**src/rtl/scroll_pkg.sv**
```systemverilog
// Shared types and constants for the scrolling hex display controller.
package scroll_pkg;

  typedef enum logic {
    STOP = 1'b0,
    RUN  = 1'b1
  } state_t;

  // Active-low segment patterns, bit order {g,f,e,d,c,b,a}
  localparam logic [6:0] SEG_BLANK = 7'b1111111;
  localparam logic [6:0] SEG_0     = 7'b1000000;
  localparam logic [6:0] SEG_1     = 7'b1111001;
  localparam logic [6:0] SEG_2     = 7'b0100100;
  localparam logic [6:0] SEG_3     = 7'b0110000;
  localparam logic [6:0] SEG_4     = 7'b0011001;
  localparam logic [6:0] SEG_5     = 7'b0010010;
  localparam logic [6:0] SEG_6     = 7'b0000010;
  localparam logic [6:0] SEG_7     = 7'b1111000;
  localparam logic [6:0] SEG_8     = 7'b0000000;
  localparam logic [6:0] SEG_9     = 7'b0010000;
  localparam logic [6:0] SEG_A     = 7'b0001000;
  localparam logic [6:0] SEG_B     = 7'b0000011;
  localparam logic [6:0] SEG_C     = 7'b1000110;
  localparam logic [6:0] SEG_D     = 7'b0100001;
  localparam logic [6:0] SEG_E     = 7'b0000110;
  localparam logic [6:0] SEG_F     = 7'b0001110;

  localparam logic [3:0] AN_IDLE   = 4'b1111;

endpackage

```
**src/rtl/hex7seg.sv**
```systemverilog
// Combinational hex digit to active-low seven-segment decoder.
module hex7seg
  import scroll_pkg::*;
(
  input  logic [3:0] i_digit,
  output logic [6:0] o_seg
);

  always_comb begin
    o_seg = SEG_BLANK;
    case (i_digit)
      4'h0: o_seg = SEG_0;
      4'h1: o_seg = SEG_1;
      4'h2: o_seg = SEG_2;
      4'h3: o_seg = SEG_3;
      4'h4: o_seg = SEG_4;
      4'h5: o_seg = SEG_5;
      4'h6: o_seg = SEG_6;
      4'h7: o_seg = SEG_7;
      4'h8: o_seg = SEG_8;
      4'h9: o_seg = SEG_9;
      4'hA: o_seg = SEG_A;
      4'hB: o_seg = SEG_B;
      4'hC: o_seg = SEG_C;
      4'hD: o_seg = SEG_D;
      4'hE: o_seg = SEG_E;
      4'hF: o_seg = SEG_F;
      default: o_seg = SEG_BLANK;
    endcase
  end

endmodule

```
**src/rtl/scroll_ctrl.sv**
```systemverilog
// Run/stop scroll sequencer with load path and 4-digit multiplexed hex display.
// Optional macro SCROLL_DP_EN adds an active-low decimal-point output (dp).
module scroll_ctrl
  import scroll_pkg::*;
#(
  parameter int STEP_DIV = 25_000_000,
  parameter int SCAN_DIV = 50_000
) (
  input  logic       clk,
  input  logic       rst,
  input  logic       run,
  input  logic       dir,
  input  logic       load,
  input  logic [3:0] load_val,
  output logic [3:0] base,
  output logic       step_tick,
  output logic [3:0] an,
  output logic [6:0] seg
`ifdef SCROLL_DP_EN
  ,
  output logic       dp
`endif
);

  localparam int STEP_W = (STEP_DIV > 1) ? $clog2(STEP_DIV) : 1;
  localparam int SCAN_W = (SCAN_DIV > 1) ? $clog2(SCAN_DIV) : 1;
  localparam logic [STEP_W-1:0] STEP_LAST = STEP_W'(STEP_DIV - 1);
  localparam logic [SCAN_W-1:0] SCAN_LAST = SCAN_W'(SCAN_DIV - 1);

  state_t            r_state;
  logic [STEP_W-1:0] r_step_cnt;
  logic [3:0]        r_base;
  logic              r_tick;
  logic [SCAN_W-1:0] r_scan_cnt;
  logic [1:0]        r_scan_idx;
  logic [3:0]        r_an;
  logic [6:0]        r_seg;
  logic [3:0]        w_digit;
  logic [6:0]        w_seg;

  // Load wins over a due step; leaving RUN drops the partial count.
  always_ff @(posedge clk or negedge rst) begin
    if (!rst) begin
      r_state    <= STOP;
      r_step_cnt <= '0;
      r_base     <= 4'h0;
      r_tick     <= 1'b0;
    end else begin
      r_state <= run ? RUN : STOP;
      r_tick  <= 1'b0;
      if (load) begin
        r_base     <= load_val;
        r_step_cnt <= '0;
      end else begin
        case (r_state)
          RUN: begin
            if (!run) begin
              r_step_cnt <= '0;
            end else if (r_step_cnt == STEP_LAST) begin
              r_step_cnt <= '0;
              r_base     <= dir ? r_base - 4'h1 : r_base + 4'h1;
              r_tick     <= 1'b1;
            end else begin
              r_step_cnt <= r_step_cnt + 1'b1;
            end
          end
          default: r_step_cnt <= '0;
        endcase
      end
    end
  end

  always_ff @(posedge clk or negedge rst) begin
    if (!rst) begin
      r_scan_cnt <= '0;
      r_scan_idx <= 2'd0;
    end else if (r_scan_cnt == SCAN_LAST) begin
      r_scan_cnt <= '0;
      r_scan_idx <= r_scan_idx + 2'd1;
    end else begin
      r_scan_cnt <= r_scan_cnt + 1'b1;
    end
  end

  assign w_digit = r_base + {2'b00, r_scan_idx};

  hex7seg u_dec (
    .i_digit (w_digit),
    .o_seg   (w_seg)
  );

  // Scan index 0 is the leftmost digit, driven on an[3].
  always_ff @(posedge clk or negedge rst) begin
    if (!rst) begin
      r_an  <= AN_IDLE;
      r_seg <= SEG_BLANK;
    end else begin
      r_an  <= ~(4'b1000 >> r_scan_idx);
      r_seg <= w_seg;
    end
  end

`ifdef SCROLL_DP_EN
  logic r_dp;

  always_ff @(posedge clk or negedge rst) begin
    if (!rst) begin
      r_dp <= 1'b1;
    end else begin
      r_dp <= !((r_scan_idx == 2'd3) && (r_state == RUN));
    end
  end

  assign dp = r_dp;
`endif

  assign base      = r_base;
  assign step_tick = r_tick;
  assign an        = r_an;
  assign seg       = r_seg;

endmodule

```
**config.mk**
```make
export PLATFORM = sky130hd
export DESIGN_NAME = scroll_ctrl
export DESIGN_NICKNAME = d
export VERILOG_FILES = /design/src/rtl/scroll_pkg.sv /design/src/rtl/hex7seg.sv /design/src/rtl/scroll_ctrl.sv
export SDC_FILE = /design/constraint.sdc
export NUM_CORES = 1
export LEC_CHECK = 0
export ABC_AREA = 0
export CAP_MARGIN = 10
export CORE_MARGIN = 10
export CORE_UTILIZATION = 36
export DETAILED_ROUTE_END_ITERATION = 6
export HOLD_SLACK_MARGIN = 0.12
export SLEW_MARGIN = 20
export SYNTH_ARGS = -nofsm -noshare
export SYNTH_HDL_FRONTEND = slang
export SYNTH_SLANG_ARGS = --single-unit
```
**constraint.sdc**
```tcl
create_clock -name clk -period 2.25 [get_ports clk]
set_input_delay 0.5625 -clock clk [delete_from_list [all_inputs] [get_ports clk]]
set_output_delay 0.5625 -clock clk [all_outputs]
set_load 0.03 [all_outputs]
```
# == Yosys cells after proc, flatten, opt, wreduce, memory -nomap -nowiden ==
# Memories as Yosys holds them, arrays and structs flattened. A register that Yosys moved wholly into a read port is not among the register bits.
# Index checks and enable logic that the tools add are counted.
# totals
register_bits,53
mem_bits_ro,112
out_inout_bits,16
mem_count,1
# op_classes
add_sub_neg,6
n_eq_ne,2
shifts,1
n_mux,15
bitwise_logic,1
n_reduce_logical,5
# mem_list
memory,depth,width,read_ports,rd_ports_with_merged_regs,write_ports,line_no,source
(name not given),16,7,1,1,0,hex7seg.sv:11,case (i_digit)
# op_table
operator,count
2-to-1 mux 25 bit,4
adder 25 x 1 -> 25 bit (second input constant),1
equality test 25 bit (second input constant),1
2-to-1 mux 4 bit,5
adder 16 x 1 -> 16 bit (second input constant),1
equality test 16 bit (second input constant),1
2-to-1 mux 16 bit,1
nonzero test 2 bit,3
2-to-1 mux 1 bit,5
adder 4 x 1 -> 4 bit (second input constant),1
adder 4 x 2 -> 4 bit,1
NOT 4 bit,1
right shift 4 x 2 -> 4 bit (first input constant),1
subtractor 4 x 1 -> 4 bit (second input constant),1
AND reduction 3 bit,1
adder 2 x 1 -> 2 bit (second input constant),1
zero test 1 bit,1

# == Depth between registers and ports, before layout ==
# Gate-level depths: netlist (run 1).
# depth
ltp_word,6
mapped_depth,7
ltp_nobuf,7

# == By module ==
# Synthesis (run 1) repeated with hierarchy kept, for this count alone.
# unflattened
hier_cells,304
hier_area_um2,3115.5
# modules_own_cells
module,n_inst,cells_each,area_per_inst_um2
scroll_ctrl,1,269,2844.0
hex7seg,1,35,271.5

# == Least setup slack after synthesis (run 1) ==
# No wires, ideal clock.
# synth_path
path_type,flip-flop to flip-flop
start,"register r_base[0], in the netlist base[0]"
end,"register r_seg[3], in the netlist seg[3]"
setup_ps,94
t_arrival_ps,2213
t_required_ps,2156
setup_slack_ps,-56
stages_incl_launch_ff,7
period_less_slack_ps,2306
path_cell_list,dfrtp_1 > ha_1 > inv_1 > fa_1 > inv_1 > ha_1 > mux4_2
# synth_via
elab_chain_cells,1
# synth_rtl
element,line_no,source
from (decl),scroll_ctrl.sv:32,logic [3:0] r_base;
from (signal assigned),scroll_ctrl.sv:52,r_base <= load_val;
from (signal assigned),scroll_ctrl.sv:61,r_base <= dir ? r_base - 4'h1 : r_base + 4'h1;
adder 4 x 2 -> 4 bit,scroll_ctrl.sv:85,"assign w_digit = r_base + {2'b00, r_scan_idx};"
to (decl),scroll_ctrl.sv:37,logic [6:0] r_seg;
# Every way passes these cells.
# A chain may end at the register's enable or synchronous reset.

# == Worst setup path after layout (run 1) ==
# layout_path
start,register r_scan_idx[0]
end,"register r_seg[3], in the netlist seg[3]"
# layout_via
elab_chain_cells,1
# layout_rtl
element,line_no,source
from (decl),scroll_ctrl.sv:35,logic [1:0] r_scan_idx;
from (signal assigned),scroll_ctrl.sv:79,r_scan_idx <= r_scan_idx + 2'd1;
adder 4 x 2 -> 4 bit,scroll_ctrl.sv:85,
# Every way passes these cells.

==> impl_metrics.env, run 1 <==
export IMPL_cts_sinks=60
export IMPL_wl_per_cell_um=14.0
export IMPL_setup_violations=0
export IMPL_critical_path_required_ns=2.51
export IMPL_hold_viol=0
export IMPL_cts_clk_slew_worst_paths_ns=0.07
export IMPL_final_nets=356
export IMPL_p_int_w=0.00175
export IMPL_synth_seq_area_share_pct=48.7
export IMPL_maxCapViolCount=0
export IMPL_synth_edf_count=0
export IMPL_pwr_share_comb_pct=11.4
export IMPL_chipWidth_um=113
export IMPL_postCtsSetupBuffers=0
export IMPL_drt_iter0_markers=49
export IMPL_synth_top_area_cell="dfrtp_1"
export IMPL_syn_num_nets=314
export IMPL_drc_errors=0
export IMPL_status="complete, no violations"
export IMPL_cts_root_buf="clkbuf_8"
export IMPL_fp_coreArea_um2=8300
export IMPL_p_sw_w=0.000635
export IMPL_place_inst=420
export IMPL_syn_avg_cell_area_um2=10.9
export IMPL_area_growth_syn_to_layout_pct=21.2
export IMPL_vdd_drop_max_mv=0.343
export IMPL_track_usage_pct=9.81
export IMPL_synth_seq_cells=60
export IMPL_grt_pass1_vias=2099
export IMPL_fmax_ghz=0.477
export IMPL_cts_tree="yes"
export IMPL_post_synth_top_area_fraction_pct=39.4
export IMPL_yosys_warnings=0
export IMPL_final_max_slew_viol_count=0
export IMPL_grt_remaining_overflow=0
export IMPL_async_flop_share_pct=100
export IMPL_critical_path_arrival_ns=2.36
export IMPL_finalNonFillerCells=438
export IMPL_io_pins=25
export IMPL_antenna_left=0
export IMPL_clock_latency_ns=0.35
export IMPL_dieArea_um2=12800
export IMPL_cts_buffer_depth=2
export IMPL_syn_inst=286
export IMPL_finalCritPeriodShare_pct=93.2
export IMPL_num_antenna_cells=0
export IMPL_hpwl_um=4300
export IMPL_leakagePower_nw=1.60
export IMPL_post_route_min_period_ns=2.10
export IMPL_path_max_fanout=4
export IMPL_first_pass_iters=4
export IMPL_utilization_pct=45.5
export IMPL_p_sw_share_pct=26.7
export IMPL_grt_max_degree=26
export IMPL_synth_area_leaders="dfrtp_1 (39%), dfstp_2 (9.3%), xor2_1 (7.3%), ha_1 (6.8%), xnor2_1 (5.1%)"
export IMPL_htreeDepth=3
export IMPL_powerDensity_nw_per_um2=632
export IMPL_tns_ns=0
export IMPL_synth_area_um2=3110
export IMPL_start_kind="flop"
export IMPL_p_clk_share_pct=41.2
export IMPL_synth_main_ff_cell="dfrtp_1"
export IMPL_gp_congestion=0.814
export IMPL_die_h_um=113
export IMPL_cts_buffers=9
export IMPL_worstSetupPathType="flop to flop"
export IMPL_routed_wl_um=6150
export IMPL_vias=2151
export IMPL_finClkSkew_ns=0.0152
export IMPL_start_util_pct=37.5
export IMPL_cp_end_kind="flop"
export IMPL_antenna_found_initial=0
export IMPL_tightest_slew_ns=0.656
export IMPL_viasPerCell=4.91
export IMPL_rows=33
export IMPL_rsz0062_at_grt="false"
export IMPL_hp_class="flop to flop"
export IMPL_seqPwrFrac_pct=47.4
export IMPL_slew_headroom_pct=56.3
export IMPL_port_buffers=24
export IMPL_drive_above_1_share_pct=15.9
export IMPL_grt_pass1_wl_um=10300
export IMPL_ys_types=38
==> layout make-up <==
| type | count | area (um^2) |
|---|---|---|
| fill | 799 | 4520 |
| multi-input combinational | 207 | 1540 |
| sequential | 60 | 1520 |
| timing repair buffer | 37 | 335 |
| tap | 105 | 131 |
| clock buffer | 9 | 124 |
| clock inverter | 7 | 76.3 |
| inverter | 13 | 48.8 |
==> repair_timing <==
action	in CTS	in global routing
hold endpoints to repair	8	0
gates resized for setup	0	2
hold buffers	1	0
setup endpoints to repair	0	25
==> flip-flops by register name, summed over array words and instances, names as in the netlist <==
register,flops
step_tick,1
r_scan_cnt,16
r_scan_idx,2
r_state,1
an,4
base,4
seg,7
r_step_cnt,25
==> power by group through the flow <==
stage / logic [W] / clock network (W) / registers [W]
after global routing: 0.000301 / 0.00106 / 0.00113
after floorplan: 0.0000990 / 0 / 0.00120
after global placement: 0.000271 / 0 / 0.00115
after CTS: 0.000276 / 0.00101 / 0.00113
final: 0.000272 / 0.000981 / 0.00113
after detailed placement: 0.000274 / 0 / 0.00115
==> cells in the mapped netlist, types with 4 or more instances <==
cell type and count:
nor3_1 4, inv_1 13, xnor2_1 18, nand2_1 20
dfstp_2 11, dfrtp_1 49, xor2_1 26, nand3_1 22
nand4_1 11, buf_2 4, and3_1 5, and4_1 8
nor4_4 4, nor2_1 39, ha_1 17
==> worst paths after layout <==
kind | startpoint | end | slack [ns] | cells past startpoint
worst max register to register | r_scan_idx[0]$_DFFE_PN0N_ | seg[3]$_DFF_PN1_ | 0.15 | 6
worst max-delay path | r_scan_idx[0]$_DFFE_PN0N_ | seg[3]$_DFF_PN1_ | 0.15 | 6
worst min register to register | r_scan_cnt[0]$_DFF_PN0_ | r_scan_cnt[0]$_DFF_PN0_ | 0.45 | 1
max in group asynchronous | rst | seg[4]$_DFF_PN1_ | 1.02 | 3
worst min-delay path | r_scan_cnt[0]$_DFF_PN0_ | r_scan_cnt[0]$_DFF_PN0_ | 0.45 | 1
min in group asynchronous | rst | r_scan_cnt[13]$_DFF_PN0_ | 0.63 | 2
==> metrics by stage <==
stage	instance area (um^2)	total power [W]	hold WS, ns	setup slack [ns]
finish	3770	0.00238	0.452	0.152
global route	3770	0.00250	0.497	0.0423
CTS	3750	0.00241	0.458	0.0227
detailed placement	3540	0.00142	0.447	0.0266
global placement	3540	0.00142	0.440	0.0832
floorplan	3120	0.00130	0.267	0.0154
==> cells in the final DEF (no fill, tap or decap), types with 4 or more instances in the layout <==
cell type        instances
xor2_1                  26
clkbuf_8                 9
nor4_4                   4
nor2_1                  39
and3_1                   5
nand2_1                 19
nor3_1                   4
inv_1                   13
nand4_1                 11
clkdlybuf4s50_1         23
xnor2_1                 18
dfrtp_1                 48
nand3_1                 22
buf_4                   12
ha_1                    17
and4_1                   8
dfstp_2                 11
==> kinds of logic after synthesis <==
logic type      share of synthesized area (%)
compound gates                           3.01
mux                                      2.77
fa+ha+maj                                8.12
buf+inv                                  2.57
xor+xnor                                 12.4
flops                                    48.7
simple gates                             22.5
==> worst max-delay path, stage by stage (launching register included) <==
cell	delay, ns
dfrtp_1	0.42
ha_1	0.21
inv_1	0.07
fa_1	0.42
buf_4	0.17
ha_1	0.24
mux4_2	0.48
==> metal layers <==
metal	global-route usage (%)	part of all wire, %	vias up
met5	0	0	-
met4	5.08	1.8	0
met3	2.85	3.3	11
met2	13.9	45	30
met1	13.2	50	1042
li1	-	-	1068
No activity file was read; power rests on OpenSTA's default activity.
==> run 2, diff against run 1 <==
- clock period: 2.25 -> 2.4 ns (I/O delays scaled with it)
==> run 2 against run 1 <==
Fmax fell by 4.9%. Clock-buffer cell count grew 4. Clock skew down 0.0027 ns. Via count shrank 2.2%. First-iteration DRC count up 59%. Sequential power shrank 6%. Sequential share of layout area rose by 0.30 points. Register-to-register slack improved by 0.04 ns. Final cell count decreased by 1.8%. Utilization decreased by 0.38 points. Largest cell class unchanged.
==> impl_metrics.env, run 2 (synthesized netlist as in run 1, its figures left out) <==
export IMPL_rsz0062_at_grt="false"
export IMPL_first_pass_iters=4
export IMPL_antenna_left=0
export IMPL_gp_congestion=0.791
export IMPL_cp_end_kind="flop"
export IMPL_layout_cells_most_common="dfrtp_1"
export IMPL_cpPeakStageDelay_ns=0.58
export IMPL_htreeDepth=3
export IMPL_rrSetupSlack_ns=0.19
export IMPL_p_sw_w=0.000557
export IMPL_final_cell_area_um2=3740
export IMPL_setup_violations=0
export IMPL_grt_pass1_wl_um=10500
export IMPL_crit_chain="ha_1, inv_1, fa_1, inv_1, ha_1, mux4_2"
export IMPL_area_growth_syn_to_layout_pct=20.2
export IMPL_viasPerCell=4.89
export IMPL_post_route_min_period_ns=2.21
export IMPL_drive_above_1_share_pct=13.2
export IMPL_start_kind="flop"
export IMPL_track_usage_pct=9.98
export IMPL_path_max_fanout=5
export IMPL_grt_remaining_overflow=0
export IMPL_finalPower_w=0.00238
export IMPL_port_buffers=24
export IMPL_drt_iter0_markers=78
export IMPL_critical_path_required_ns=2.65
export IMPL_drc_errors=0
export IMPL_start_util_pct=37.5
export IMPL_slew_headroom_pct=61.7
export IMPL_dpl_worst_slack_ns=0.110
export IMPL_path_delay_family="adder cells"
export IMPL_fp_coreArea_um2=8300
export IMPL_tns_ns=0
export IMPL_powerDensity_nw_per_um2=636
export IMPL_cts_resized=0
export IMPL_hpwl_um=4060
export IMPL_p_clk_share_pct=44.9
export IMPL_die_h_um=113
export IMPL_seqPwrFrac_pct=44.6
export IMPL_vias=2104
export IMPL_cp_num_buf_inv=2
export IMPL_wl_per_cell_um=13.5
export IMPL_cts_clk_slew_worst_paths_ns=0.07
export IMPL_largest_reg_flops=25
export IMPL_p_sw_share_pct=23.4
export IMPL_maxCapViolCount=0
export IMPL_worstSetupPathType="flop to flop"
export IMPL_dieArea_um2=12800
export IMPL_grt_pass1_vias=2192
export IMPL_clock_latency_ns=0.34
export IMPL_place_area_um2=3510
export IMPL_leakagePower_nw=1.59
export IMPL_cts_root_buf="clkbuf_8"
export IMPL_final_cell_mix="dfrtp_1 (49), nor2_1 (39), xor2_1 (26), clkdlybuf4s50_1 (23), nand3_1 (22)"
export IMPL_antenna_found_initial=0
export IMPL_pwr_share_comb_pct=10.5
export IMPL_p_int_w=0.00182
export IMPL_finClkSkew_ns=0.0125
export IMPL_regMostFlops="r_step_cnt"
export IMPL_final_nets=348
export IMPL_cts_sinks=60
export IMPL_tightest_slew_ns=0.573
export IMPL_grt_max_degree=61
export IMPL_vdd_drop_max_mv=0.236
export IMPL_chipWidth_um=113
export IMPL_io_pins=25
export IMPL_worst_slack_ns=0.194
export IMPL_status="complete, no violations"
export IMPL_fmax_ghz=0.453
export IMPL_hold_slack_ns=0.252
export IMPL_cts_buffers=9
export IMPL_rows=33
export IMPL_hp_class="input pin to async pin"
export IMPL_num_antenna_cells=0
export IMPL_postCtsSetupBuffers=0
export IMPL_cts_tree="yes"
export IMPL_finalCritPeriodShare_pct=91.9
export IMPL_cts_buffer_depth=2
export IMPL_final_max_slew_viol_count=0
export IMPL_routed_wl_um=5810
export IMPL_critical_path_arrival_ns=2.46
export IMPL_hold_viol=0
export IMPL_cp_slowest_cell="fa_1"
export IMPL_cts_hold_buf=0
run 2: cell count changes in the layout (fill, tap and decap cells not counted), sizes merged:
cell / change
clkinv: -3
buf: -6
inv: -1
clkbuf: +4
o31ai: -1
bufinv: +1
dlygate4sd3: -1
clkinvlp: -1
run 2: area by class of cell:
type	count	area (um^2)
Tap cell	105	131
Clock inverter	3	67.6
Timing Repair Buffer	30	293
Sequential cell	60	1520
Fill cell	794	4560
Clock buffer	13	169
Multi-Input combinational cell	206	1520
Inverter	13	48.8
run 2: power groups by stage:
stage                     Clock, W  Combinational [W]  Sequential (W)
after floorplan                  0          0.0000929         0.00113
after global placement           0           0.000252         0.00108
after detailed placement         0           0.000255         0.00108
after CTS                  0.00111           0.000256         0.00106
after global routing       0.00115           0.000279         0.00106
final                      0.00107           0.000250         0.00106
run 2: stage by stage:
| step | util, % | instances |
|---|---|---|
| finish | 45.1 | 430 |
| global route | 45.1 | 430 |
| CTS | 45.1 | 430 |
| detailed placement | 42.3 | 414 |
| global placement | 42.3 | 414 |
| floorplan | - | 286 |
run 2: routing by layer:
layer	up-vias	part of all wire, %	global-route usage [%]
met2	29	46	15.2
met1	1019	48	12.5
met3	10	4.7	3.54
li1	1046	-	-
met5	-	0	0
met4	0	2.1	4.31
run 2: worst paths after layout:
kind / end / cells past startpoint / from
max: seg[3]$_DFF_PN1_ / 6 / r_scan_idx[0]$_DFFE_PN0N_
min: r_step_cnt[18]$_DFF_PN0_ / 2 / rst
max reg2reg: seg[3]$_DFF_PN1_ / 6 / r_scan_idx[0]$_DFFE_PN0N_
min reg2reg: r_scan_cnt[0]$_DFF_PN0_ / 1 / r_scan_cnt[0]$_DFF_PN0_
max in group asynchronous: seg[5]$_DFF_PN1_ / 2 / rst
min in group clk: r_scan_cnt[0]$_DFF_PN0_ / 1 / r_scan_cnt[0]$_DFF_PN0_
